[config.mk]
export PLATFORM = sky130hd
export DESIGN_NAME = column_frame_loader
export DESIGN_NICKNAME = d
export VERILOG_FILES = /design/src/rtl/column_frame_loader.sv
export SDC_FILE = /design/constraint.sdc
export NUM_CORES = 1
export LEC_CHECK = 0
export ABC_CLOCK_PERIOD_IN_PS = 28400
export BUFFER_PORTS_ARGS = -buffer_cell sky130_fd_sc_hd__buf_4
export CORE_ASPECT_RATIO = 0.6
export CORE_UTILIZATION = 42
export DETAILED_ROUTE_END_ITERATION = 7
export GPL_ROUTABILITY_DRIVEN = 0
export PLACE_DENSITY = 0.65
export SYNTH_ARGS = -nofsm -noshare
export SYNTH_HDL_FRONTEND = slang
export SYNTH_SLANG_ARGS = --single-unit
[constraint.sdc]
create_clock -name CLK -period 28.4 [get_ports CLK]
set_input_delay 1.42 -clock CLK [delete_from_list [all_inputs] [get_ports CLK]]
set_output_delay 1.42 -clock CLK [all_outputs]
set_load 0.005 [all_outputs]
[src/rtl/column_frame_loader.sv]
// Column configuration frame loader: assembles one frame of NumRows words from a
// valid/ready stream, then pulses that frame's one-hot strobe to the tiles below.
module column_frame_loader #(
  parameter int unsigned MaxFramesPerCol = 20,
  parameter int unsigned FrameBitsPerRow = 32,
  parameter int unsigned NumRows         = 16
) (
  input  logic                                 CLK,
  input  logic                                 RST,
  input  logic                                 in_valid,
  input  logic [FrameBitsPerRow-1:0]           in_data,
  output logic                                 in_ready,
  output logic [FrameBitsPerRow*NumRows-1:0]   FrameData,
  output logic [MaxFramesPerCol-1:0]           FrameStrobe,
  output logic                                 busy,
  output logic                                 error,
  output logic [15:0]                          frames_done
);

  localparam int unsigned    RowW     = (NumRows > 1) ? $clog2(NumRows) : 1;
  localparam logic [RowW-1:0] LastRow = RowW'(NumRows - 1);
  localparam logic [15:0]    SyncWord = 16'hFAB0;

  typedef enum logic [2:0] {
    StIdle,
    StLoad,
    StDiscard,
    StStrobe,
    StHold
  } state_e;

  state_e                               state_q, state_d;
  logic [4:0]                           index_q, index_d;
  logic [RowW-1:0]                      row_q, row_d;
  logic [FrameBitsPerRow*NumRows-1:0]   frame_q, frame_d;
  logic [MaxFramesPerCol-1:0]           strobe_q, strobe_d;
  logic                                 error_q, error_d;
  logic [15:0]                          done_q, done_d;

  logic       xfer;
  logic       hdr_sync_ok;
  logic       hdr_idx_ok;
  logic [4:0] hdr_idx;

  assign in_ready    = (state_q == StIdle) || (state_q == StLoad) || (state_q == StDiscard);
  assign xfer        = in_valid && in_ready;
  assign hdr_sync_ok = (in_data[31:16] == SyncWord);
  assign hdr_idx     = in_data[4:0];
  assign hdr_idx_ok  = (32'(hdr_idx) < MaxFramesPerCol);

  always_comb begin
    state_d  = state_q;
    index_d  = index_q;
    row_d    = row_q;
    frame_d  = frame_q;
    strobe_d = '0;
    error_d  = error_q;
    done_d   = done_q;

    unique case (state_q)
      StIdle: begin
        if (xfer) begin
          if (!hdr_sync_ok) begin
            error_d = 1'b1;
          end else if (hdr_idx_ok) begin
            index_d = hdr_idx;
            row_d   = '0;
            state_d = StLoad;
          end else begin
            error_d = 1'b1;
            row_d   = '0;
            state_d = StDiscard;
          end
        end
      end
      StLoad: begin
        if (xfer) begin
          frame_d[row_q*FrameBitsPerRow +: FrameBitsPerRow] = in_data;
          if (row_q == LastRow) begin
            // Strobe and count are registered together so both show in StStrobe.
            row_d             = '0;
            strobe_d[index_q] = 1'b1;
            done_d            = done_q + 16'd1;
            state_d           = StStrobe;
          end else begin
            row_d = row_q + 1'b1;
          end
        end
      end
      StDiscard: begin
        if (xfer) begin
          if (row_q == LastRow) begin
            row_d   = '0;
            state_d = StIdle;
          end else begin
            row_d = row_q + 1'b1;
          end
        end
      end
      StStrobe: state_d = StHold;
      StHold:   state_d = StIdle;
      default:  state_d = StIdle;
    endcase
  end

  always_ff @(posedge CLK or posedge RST) begin
    if (RST) begin
      state_q  <= StIdle;
      index_q  <= '0;
      row_q    <= '0;
      frame_q  <= '0;
      strobe_q <= '0;
      error_q  <= 1'b0;
      done_q   <= '0;
    end else begin
      state_q  <= state_d;
      index_q  <= index_d;
      row_q    <= row_d;
      frame_q  <= frame_d;
      strobe_q <= strobe_d;
      error_q  <= error_d;
      done_q   <= done_d;
    end
  end

  // Named alias kept so the counter register can be addressed directly.
  logic [15:0] frames_done_q;
  assign frames_done_q = done_q;

  assign FrameData   = frame_q;
  assign FrameStrobe = strobe_q;
  assign busy        = (state_q != StIdle);
  assign error       = error_q;
  assign frames_done = frames_done_q;

endmodule
-- Word level (Yosys, flattened, before mapping)
Index checks and enable logic that the tools add are counted.
- flip-flop bits (word level): 561
- bits of input ports: 35
- word-level logic and storage cells: 63
- add/sub/neg operators: 3
- $lt $le $gt $ge: 3
- equal/unequal tests: 13
- shift-type cells: 2
- mux-type cells: 21
- reductions and logical operators: 14
- operator list (cell ; number):
    $bwmux 512 ; 1
    $shift 32x34->512 const A ; 1
    $shiftx 32x34->512 ; 1
    $mux 20 ; 3
    $neg 9->34 ; 1
    $mux 3 ; 6
    $add 16x1->16 const B ; 1
    $eq 16x16->1 const B ; 1
    $mux 4 ; 4
    $pmux 3 s4 ; 1
    $ne 2x2->1 const B ; 5
    $pmux 4 s2 ; 1
    $reduce_and 4->1 ; 2
    $eq 3x2->1 const B ; 2
    $lt 5x6->1 const B ; 1
    $ne 2x1->1 const B ; 3
    $reduce_and 3->1 ; 2
    $reduce_and 6->1 ; 1
    $demux 1 s5 ; 1
    $ge 5x1->1 const B ; 1
    $lt 5x5->1 const B ; 1
    $add 4x1->4 const B ; 1
    $eq 4x4->1 const B ; 1
    $eq 3x1->1 const B ; 1
    other kinds (9) ; 13

-- Depth between registers and ports, before layout
Gate-level depths: netlist of the first run.
- word-level depth: 7
- gate-level depth with buffers: 13

-- Worst setup path after synthesis of the first run
No wires, ideal clock.
- path type: input -> register
- start: input port in_data[26]
- end: register index_q[0]
- setup time: 128 ps
- arrival time: 2923 ps
- required time: 28272 ps
- setup slack: 25350 ps
- stages: 5
- path buffers: 1
- cells stage by stage: clkbuf_1 or4b_1 nor4_4 nand4_2 mux2_1
- word-level cells in the longest chain between the ends: 2
- RTL lines (element ; RTL line ; RTL):
    start, declared ; 11 ; input logic [FrameBitsPerRow-1:0] in_data,
    $eq 16x16->1 ; 47 ; assign hdr_sync_ok = (in_data[31:16] == SyncWord);
    $reduce_and 4->1 (no line) ; -- ;
    end signal, assigned ; 117 ; index_q <= index_d;
    end, declared ; 33 ; logic [4:0] index_q, index_d;
No other way between the ends.
A chain may end at the register's enable or synchronous reset.

-- Worst setup path after layout of the first run
- start: register row_q[1]
- end: register frame_q[13], in the netlist FrameData[13]
- word-level cells in the longest chain between the ends: 3
- elaborated cells on any way between the ends: 4
- RTL lines (element ; RTL line ; RTL):
    start, declared ; 34 ; logic [RowW-1:0] row_q, row_d;
    start signal, assigned ; 118 ; row_q <= row_d;
    $neg 9->34 (*) ; 78 ; frame_d[row_q*FrameBitsPerRow +: FrameBitsPerRow] = in_data;
    $shiftx 32x34->512 or $shift 32x34->512 (tied branches) ; 78 ;
    $bwmux 512 (*) ; 78 ;
    end signal, assigned ; 119 ; frame_q <= frame_d;
    end, declared ; 35 ; logic [FrameBitsPerRow*NumRows-1:0] frame_q, frame_d;
Mark *: on every way between the ends. The rest lies on a longest branch, timed or not.

==> out/results.ini, run 1 <==
[yosys]
synth_xor_area_share_pct=0.693
synth_area_sq_um=23800
synth_warnings=0
async_reset_ff_share_pct=100
ys_seq_elements=561
synth_ff_type=dfrtp_1
ys_types=57
synth_nets=1931
synth_compound_area_share_pct=0.735
synth_edf_count=0
synth_top_family_by_area=multiplexers
synthMuxAreaShare_pct=23.6
synthSimpleGateAreaFrac_pct=10.4
seq_area_frac_synth_pct=58.9
synthAdderAreaFrac_pct=0.210
synthCells=1892
synth.avg_cell_area_sq_um=12.6

[grt]
grt_pass1_wl_microns=114000
antenna_found_initial=2
grt_max_degree=143
grt.total_usage_pct=26.5
overflow=0
grt_pass1_vias=17200

[final_layout]
nNetsFinal=2458
multi_input_comb_area_sq_um=8590
drive_above_1_share_pct=35.5
layout_commonest_cell=buf_4
area_delta_synth_final_pct=28.7
nFillCells=4781
seqCellArea_sq_um=14000
layout_common_cells=buf_4, dfrtp_1, mux2_1, nand2_1, inv_1

[timing]
finClkSkew_ps=21.2
maxSlewHeadroom_pct=9.69
finalSetupViolations=0
max_slew.worst_pin.slew_ps=1340
post-route-period-util_pct=13.8
hold_viol=0
finalMaxSlewViolations=0
max_freq_mhz=256
fin_crit_ps=3910
rsz0062_at_grt=false
setup_tns_ps=0

[floorplan]
die_h_microns=186
dieWidth_microns=309
num_rows=67
dieArea_sq_um=57700
initial_core_util_pct=42.6
core_area_sq_um=55900
io-pin-count=586

[clock_network]
numCtsBuffers=53
clk_latency_ps=590
postCtsSetupBuffers=0
cts.sinks=561
cts_tree=yes
path_clk_slew_ps=70
htreeDepth=2
cts-root-buf=clkbuf_16
cts_buffer_depth=3
cts_hold_buf=0
cts_resized=0

[setup_path]
worst_ep_arrival_time_ps=4410
crit_path_start=row_q[1]
worstPathMaxFanout=78
reg2reg_slack_ps=24490
cp.required_ps=28900
critPathKind=reg -> reg
startpoint_type=flip-flop
end_kind=flip-flop
rr_startpoint=row_q[1]

[route]
first_pass_iters=5
drcViolationCount=0
drtAntennaViolNets=0
wl_per_cell_microns=23.9
drt-initial-drc-count=987
via_per_inst=5.10
vias=16400
totalWireLength_microns=77000

[power_and_ir_drop]
power.density_nw_per_um2=88.5
vdd_ir_drop_max_uv=56.7
p_total_mw=2.71
p_leak_nw=16.9

[run]
cap_violations=0

[run_status]
status=finished clean

[placed_design]
portBuffers=585
dp_hpwl_microns=52600

[min_path]
hp-start=FrameData[179]
hp-class=reg -> reg

## layer usage
metal  GRT usage, %  part of all wire, %  vias to the layer above
met3           6.58                  7.0                      109
met5              0                    0                        -
met4           6.95                  2.2                        0
met2           43.6                   49                      488
li1               -                    -                     7324
met1           34.8                   42                     8523
## where the power goes
group | internal [mW] | leakage [nW] | total (mW) | switching [mW]
sequential | 0.986 | 7.13 | 1.11 | 0.120
combinational | 0.402 | 8.86 | 0.862 | 0.459
clock | 0.430 | 0.911 | 0.745 | 0.315
## worst paths after layout
path	to	cells past startpoint
max reg2reg	FrameData[13]	7
max in group asynchronous	FrameData[69]	3
min reg2reg	FrameData[179]	1
min	FrameData[179]	1
max	FrameData[13]	7
min in group asynchronous	frames_done[11]	2
## registers in the layout, indices dropped and copies added (netlist names)
register and flops:
frames_done 16, FrameStrobe 20, state_q 3, row_q 4, FrameData 512, error 1, index_q 5
## cells by family after synthesis
logic type      after synthesis
flops                       561
mux                         518
simple gates                461
buf+inv                     308
compound gates               22
xor+xnor                     18
fa+ha+maj                     4
## cell usage after synthesis (2+ instances only)
| master | count | share of area, % |
|---|---|---|
| mux2i_1 | 161 | 6.8 |
| and2_1 | 89 | 2.3 |
| clkbuf_2 | 4 | 0.084 |
| nor2_1 | 32 | 0.50 |
| nand4_1 | 10 | 0.26 |
| or4b_1 | 2 | 0.084 |
| nand2_1 | 174 | 2.7 |
| nor3_2 | 3 | 0.13 |
| mux2_2 | 137 | 6.5 |
| nand4b_1 | 3 | 0.11 |
| xor2_1 | 4 | 0.15 |
| xnor2_1 | 13 | 0.48 |
| nor3_1 | 2 | 0.042 |
| nand2b_1 | 3 | 0.079 |
| and3_1 | 104 | 2.7 |
| mux2_1 | 220 | 10 |
| nor4_1 | 4 | 0.11 |
| and4_1 | 7 | 0.26 |
| buf_2 | 41 | 0.86 |
| ha_1 | 4 | 0.21 |
| dfrtp_1 | 561 | 59 |
| o21ai_0 | 2 | 0.042 |
| buf_4 | 18 | 0.57 |
| a31oi_1 | 4 | 0.11 |
| clkbuf_1 | 77 | 1.2 |
| nor4_4 | 2 | 0.18 |
| a21oi_1 | 2 | 0.042 |
| inv_1 | 167 | 2.6 |
| nand3b_1 | 5 | 0.16 |
| nand3_1 | 10 | 0.21 |
## worst max-delay path, cell delays in order, from the launching register on
cell and delay (ps):
dfrtp_1 540, inv_1 140, ha_4 530, nor4_1 350, and3_2 840, and3b_2 590, buf_4 490, mux2i_1 250
## cell type report
| type | count | share of cell area, % |
|---|---|---|
| multi-input cells | 1023 | 28.0 |
| well taps | 759 | 3.10 |
| flip-flops and latches | 561 | 45.8 |
| clock buffers | 78 | 5.26 |
| repair buffers | 612 | 15.0 |
| inverters | 168 | 2.08 |
| clock inverters | 22 | 0.722 |
| diodes | 1 | 0.00816 |
## per-stage QoR
| step | util (%) | setup slack (ps) | std cells | hold slack [ps] | area (sq um) |
|---|---|---|---|---|---|
| floorplan | - | 11290 | 1892 | 467 | 23800 |
| global placement | 51.6 | 24130 | 3123 | 470 | 28800 |
| detailed placement | 51.6 | 24070 | 3123 | 476 | 28800 |
| CTS | 54.8 | 24530 | 3223 | 491 | 30700 |
| global route | 54.8 | 24330 | 3223 | 504 | 30700 |
| finish | 54.8 | 24490 | 3224 | 489 | 30700 |
Power figures use the tool's default switching activity.
==> run 2: changes to the inputs <==
Settings changed: ABC_CLOCK_PERIOD_IN_PS 28400 to 3900.
Clock period 28.4 ns to 3.9 ns, I/O delays scaled along.
==> out/results.ini, run 2 (same netlist as run 1, synthesis figures left out) <==
[run_status]
status=finished clean

[grt]
grt_max_degree=118  ; -17%
grt_pass1_wl_microns=116000  ; +1.6%
grt.total_usage_pct=26.8  ; +0.34 points
antenna_found_initial=2  ; unchanged
grt_pass1_vias=17500  ; +1.7%
overflow=0  ; unchanged

[final_layout]
final_area_sq_um=31200  ; +1.8%
largest_reg_flops=512  ; unchanged
seqCellArea_sq_um=14000  ; unchanged
fin_cells=3277  ; +1.6%
multi_input_comb_area_sq_um=8590  ; unchanged
layout_common_cells=buf_4, dfrtp_1, mux2_1, nand2_1, inv_1
n_antenna_cell=0  ; -1
layout_commonest_cell=buf_4
nNetsFinal=2513  ; +2.2%
area_delta_synth_final_pct=31.0
drive_above_1_share_pct=35.4  ; -0.046 points
nFillCells=4729  ; -1.1%

[placed_design]
preCtsSetupSlack_ps=402  ; -23670 ps
dp.cells=3144  ; +0.67%
dp_hpwl_microns=54100  ; +2.9%
place_area_sq_um=29100  ; +0.84%
portBuffers=585  ; unchanged

[power_and_ir_drop]
seq_power_share_pct=40.9  ; about the same
swShare_pct=33.1  ; +0.14 points
comb_power_share_pct=31.9  ; about the same
p_leak_nw=17.2  ; +1.5%
intPower_mw=13.2  ; +630%
power.density_nw_per_um2=634  ; +620%
power.net_switching_mw=6.55  ; +630%
vdd_ir_drop_max_uv=341  ; +500%
p_total_mw=19.8  ; +630%
clock_power_share_pct=27.2  ; -0.3 points

[min_path]
hp-class=in -> async

[timing]
setup_tns_ps=0  ; unchanged
max_freq_mhz=278  ; +8.8%
max_slew.worst_pin.slew_ps=1160  ; -185 ps
post-route-period-util_pct=92.2  ; +78 points
rsz0062_at_grt=false
finalSetupViolations=0  ; unchanged
finalMaxSlewViolations=0  ; unchanged
finalWorstSetupSlack_ps=305  ; -24180 ps
finClkSkew_ps=17.3  ; -3.90 ps
maxSlewHeadroom_pct=22.8  ; +13 points
hold_viol=0  ; unchanged
fin_crit_ps=3600  ; -315 ps

[route]
drt-met1-wl_microns=32100  ; -1.1%
vias=16800  ; +1.9%
dr_wl_met2_microns=38000  ; +1.6%
wl_met3_microns=5420  ; +0.31%
drtAntennaViolNets=0  ; unchanged
wl_per_cell_microns=23.7  ; -0.73%
top_layer=met4
drcViolationCount=0  ; unchanged
drt-initial-drc-count=1193  ; +21%
totalWireLength_microns=77700  ; +0.90%
via_per_inst=5.11  ; +0.24%
first_pass_iters=5  ; unchanged

[run]
cap_violations=0  ; unchanged

[clock_network]
path_clk_slew_ps=70  ; about the same
clk_latency_ps=600  ; about the same
cts_buffer_depth=3  ; unchanged
cts_tree=yes
htreeDepth=2  ; unchanged
cts.sinks=561  ; unchanged
cts-root-buf=clkbuf_16
numCtsBuffers=53  ; unchanged
postCtsSetupBuffers=0  ; unchanged

[setup_path]
reg2reg_slack_ps=300  ; -24180 ps
startpoint_type=flip-flop
worstPathMaxFanout=32  ; -59%
timing.rr.end=FrameData[332]
cp.required_ps=4370  ; -24530 ps
critPathMaxStageDelay_ps=910  ; +70 ps
rr_startpoint=row_q[0]
worst_ep_arrival_time_ps=4070  ; -340 ps
rr_worst_depth=6  ; -1
cp_cell_sequence=inv_1, ha_4, xor2_2, nor3_2, nand3_2, mux2_1
cp_top_family=simple AND/OR/NAND/NOR gates
crit_buf_inv=1  ; -1
critPathKind=reg -> reg
end_kind=flip-flop
cpMaxStageDelayCell=nand3_2

[floorplan]
dieWidth_microns=309  ; unchanged
dieArea_sq_um=57700  ; unchanged
num_rows=67  ; unchanged
initial_core_util_pct=42.6  ; unchanged
core_area_sq_um=55900  ; unchanged
die_h_microns=186  ; unchanged
io-pin-count=586  ; unchanged

-- run 2: cell types whose count changed in the layout (fill, tap and decap cells not counted), moves of 4 or more --
cell,previous run,this run
buf_4,611,625
clkbuf_8,15,11
dlygate4sd3_1,0,34
buf_12,1,8
-- run 2: layer usage --
metal  global-route usage, %  up-vias
met4                    8.11        0
met3                    6.58      119
met2                    44.7      503
li1                        -     7438
met1                    34.4     8695
met5                       0        -
-- run 2: final cells by class --
| class | count | share of cell area [%] |
|---|---|---|
| Sequential cell | 561 | 45.0 |
| Multi-Input combinational cell | 1023 | 27.5 |
| Timing Repair Buffer | 667 | 16.6 |
| Clock buffer | 76 | 5.02 |
| Tap cell | 759 | 3.04 |
| Inverter | 168 | 2.03 |
| Clock inverter | 23 | 0.726 |
-- run 2: worst max path at each step --
stage                  start             end  slack (ps)  cells after the start
global route        row_q[0]  FrameData[330]         180                      6
floorplan                RST    FrameData[0]       -3930                      1
detailed placement  row_q[0]  FrameData[332]         400                      6
CTS                 row_q[0]  FrameData[332]         380                      6
global placement    row_q[0]  FrameData[332]         530                      6
finish              row_q[0]  FrameData[332]         300                      6
-- run 2: repair_timing --
action,in CTS,in global routing
gates resized for setup,0,0
hold buffers,34,0
endpoints found under the hold margin,203,0
-- run 2: tightest hold or removal path: cells and delay by family --
family | cells | cell delay [ps]
buf+inv | 3 | 1210
-- run 2: power groups by stage --
stage | Clock [mW] | Combinational, mW | Sequential [mW]
final | 5.38 | 6.32 | 8.08
after global routing | 5.72 | 6.85 | 8.23
after CTS | 5.50 | 6.38 | 8.07
after global placement | 0 | 6.17 | 8.08
after detailed placement | 0 | 6.33 | 8.16
after floorplan | 0 | 2.70 | 8.07
-- run 2: metrics by stage --
stage,hold WS (ps),utilization [%]
after CTS,298,55.8
after global routing,336,55.8
final,301,55.8
after detailed placement,392,52.0
after global placement,399,52.0
after floorplan,344,-
==> run 3: changes to the inputs <==
Settings changed: ABC_AREA from default to 1.
==> out/results.ini, run 3 <==
[run_status]
status=finished clean

[final_layout]
nFillCells=5478  ; +16%
nNetsFinal=3718  ; +48%
layout_common_cells=nand2_1, buf_4, dfrtp_1, nor2_1, nand3_1
area_delta_synth_final_pct=28.8
final_area_sq_um=32200  ; +3.1%
final_util_pct=55.3  ; -0.46 points
layout_commonest_cell=nand2_1
drive_above_1_share_pct=21.0  ; -14 points
largest_reg_flops=512  ; unchanged

[yosys]
async_reset_ff_share_pct=100  ; unchanged
seq_area_frac_synth_pct=56.2  ; -2.7 points
synthCells=3163  ; +67%
synth_xor_area_share_pct=0.451  ; -0.24 points
synthSimpleGateAreaFrac_pct=34.6  ; +24 points
synth_warnings=0  ; unchanged
synth_common_cells=nand2_1, dfrtp_1, nor2_1, nand3_1, o21ai_0
synth_top_area_cell=dfrtp_1
ys_seq_elements=561  ; unchanged
synthAdderAreaFrac_pct=0.201  ; -0.0096 points
synth_edf_count=0  ; unchanged
synth_nets=3202  ; +66%
synth_top_area_share_pct=56.2  ; -2.7 points
yosysMostFrequentCell=nand2_1
synth.avg_cell_area_sq_um=7.89  ; -37%
synth_top_family_by_area=simple AND/OR/NAND/NOR gates
synthMuxAreaShare_pct=0  ; -24 points
ys_types=24  ; -58%
synth_area_sq_um=25000  ; +4.8%
synth_area_leaders=dfrtp_1, nand2_1, nor2_1, nand3_1, o21ai_0
synth_compound_area_share_pct=3.42  ; +2.7 points
synth_ff_type=dfrtp_1

[run]
cap_violations=0  ; unchanged

[timing]
rsz0062_at_grt=false
post-route-period-util_pct=81.8  ; -10 points
hold_viol=0  ; unchanged
finalMaxSlewViolations=0  ; unchanged
finClkSkew_ps=32.7  ; +15.4 ps
max_slew.worst_pin.slew_ps=1140  ; -17.3 ps
maxSlewHeadroom_pct=23.9  ; +1.1 points
finalWorstSetupSlack_ps=711  ; +406 ps
fin_crit_ps=3190  ; -406 ps
setup_tns_ps=0  ; unchanged
finalSetupViolations=0  ; unchanged
max_freq_mhz=314  ; +13%

[power_and_ir_drop]
p_leak_nw=17.9  ; +4.3%
swShare_pct=39.0  ; +5.8 points
power.net_switching_mw=6.21  ; -5.2%
power.density_nw_per_um2=496  ; -22%
clock_power_share_pct=33.2  ; +6.0 points
vdd_ir_drop_max_uv=409  ; +20%
seq_power_share_pct=38.2  ; -2.7 points
comb_power_share_pct=28.6  ; -3.3 points
intPower_mw=9.74  ; -26%
p_total_mw=16.0  ; -19%

[setup_path]
worstPathMaxFanout=64  ; +100%
cp_top_family=simple AND/OR/NAND/NOR gates
cpMaxStageDelayCell=buf_4
cp.required_ps=4460  ; +90 ps
critPathMostFrequentCell=buf_4
critPathMaxStageDelay_ps=750  ; -160 ps
startpoint_type=flip-flop
critPathKind=reg -> reg
end_kind=flip-flop
worst_ep_arrival_time_ps=3750  ; -320 ps
crit_buf_inv=2  ; +1
cp_cell_sequence=nor3_1, ha_1, buf_4, nor3_2, buf_4, nand4_1, nand2_1

[floorplan]
io-pin-count=586  ; unchanged
core_area_sq_um=58100  ; +3.9%
dieArea_sq_um=60400  ; +4.7%
die_h_microns=191  ; +2.3%
dieWidth_microns=317  ; +2.3%
num_rows=68  ; +1.5%
initial_core_util_pct=43.0  ; +0.35 points

[clock_network]
cts-root-buf=clkbuf_16
clk_latency_ps=620  ; +20 ps
postCtsSetupBuffers=0  ; unchanged
htreeDepth=2  ; unchanged
numCtsBuffers=54  ; +1.9%
cts_tree=yes
cts_buffer_depth=3  ; unchanged
path_clk_slew_ps=70  ; about the same
cts.sinks=561  ; unchanged

[route]
drcViolationCount=0  ; unchanged
via_per_inst=5.39  ; +5.4%
drt-initial-drc-count=2900  ; +140%
drtAntennaViolNets=0  ; unchanged
vias=24200  ; +45%
totalWireLength_microns=102000  ; +32%
wl_per_cell_microns=22.8  ; -3.8%
first_pass_iters=5  ; unchanged

[grt]
grt.total_usage_pct=33.5  ; +6.7 points
overflow=0  ; unchanged
grt_pass1_vias=22400  ; +28%
antenna_found_initial=5  ; +3
grt_max_degree=110  ; -6.8%
grt_pass1_wl_microns=150000  ; +30%

[placed_design]
preCtsSetupSlack_ps=879  ; +478 ps
place_area_sq_um=30200  ; +4.0%
dp_hpwl_microns=69500  ; +28%
portBuffers=585  ; unchanged

[min_path]
hp-class=in -> reg

## run 3: logic make-up after synthesis
kind of cell / after synthesis
flops: 561
buf+inv: 315
fa+ha+maj: 4
xor+xnor: 12
compound gates: 170
simple gates: 2101
## run 3: cell type report
| class | count | area, sq um | share of cell area, % |
|---|---|---|---|
| inverter | 93 | 354 | 1.10 |
| tap | 770 | 963 | 3.00 |
| antenna | 3 | 7.51 | 0.0233 |
| timing repair buffer | 682 | 5290 | 16.5 |
| multi-input combinational | 2287 | 9770 | 30.4 |
| sequential | 561 | 14000 | 43.7 |
| clock buffer | 84 | 1630 | 5.05 |
| clock inverter | 13 | 104 | 0.323 |
## run 3: what timing repair did
item | 4_1_cts | 5_1_grt
gates resized for setup | 0 | 0
setup endpoints to repair | 0 | 0
hold endpoints to repair | 50 | 0
hold buffers | 19 | 0
## run 3: final timing paths
check                          startpoint  slack, ps             end  cells past startpoint
max                              row_q[2]        710  FrameData[397]                      7
min                            in_data[9]         40  FrameData[201]                      5
max reg2reg                      row_q[2]        710  FrameData[397]                      7
min reg2reg                FrameData[100]        470  FrameData[100]                      2
max in group asynchronous             RST       2460  FrameData[324]                      4
min in group asynchronous             RST        320  FrameData[283]                      3
## run 3: power by group through the flow
stage	Clock [mW]	Sequential [mW]	Combinational, mW
final	5.29	6.09	4.57
after global placement	0	6.19	4.39
after floorplan	0	6.16	2.69
after detailed placement	0	6.19	4.41
after CTS	5.37	6.09	4.44
after global routing	5.61	6.10	4.85
## run 3: per-stage QoR
| stage | hold WS (ps) | cells |
|---|---|---|
| floorplan | 351 | 3163 |
| global placement | 423 | 4374 |
| detailed placement | 425 | 4374 |
| CTS | 1.17 | 4490 |
| global route | 32.1 | 4490 |
| finish | 39.2 | 4493 |
## run 3: worst min-delay path: stages
cell and delay (ps):
buf_4 140, nand3_1 100, nor2_1 60, nand2_1 60, nand2_1 50
## run 3: routing by layer
metal	up-vias	wire length [microns]	track usage, %
met2	1258	42700	46.1
met1	11700	45500	50.3
met4	0	2780	9.39
met3	171	11400	10.2
li1	11100	-	-
met5	-	0	0
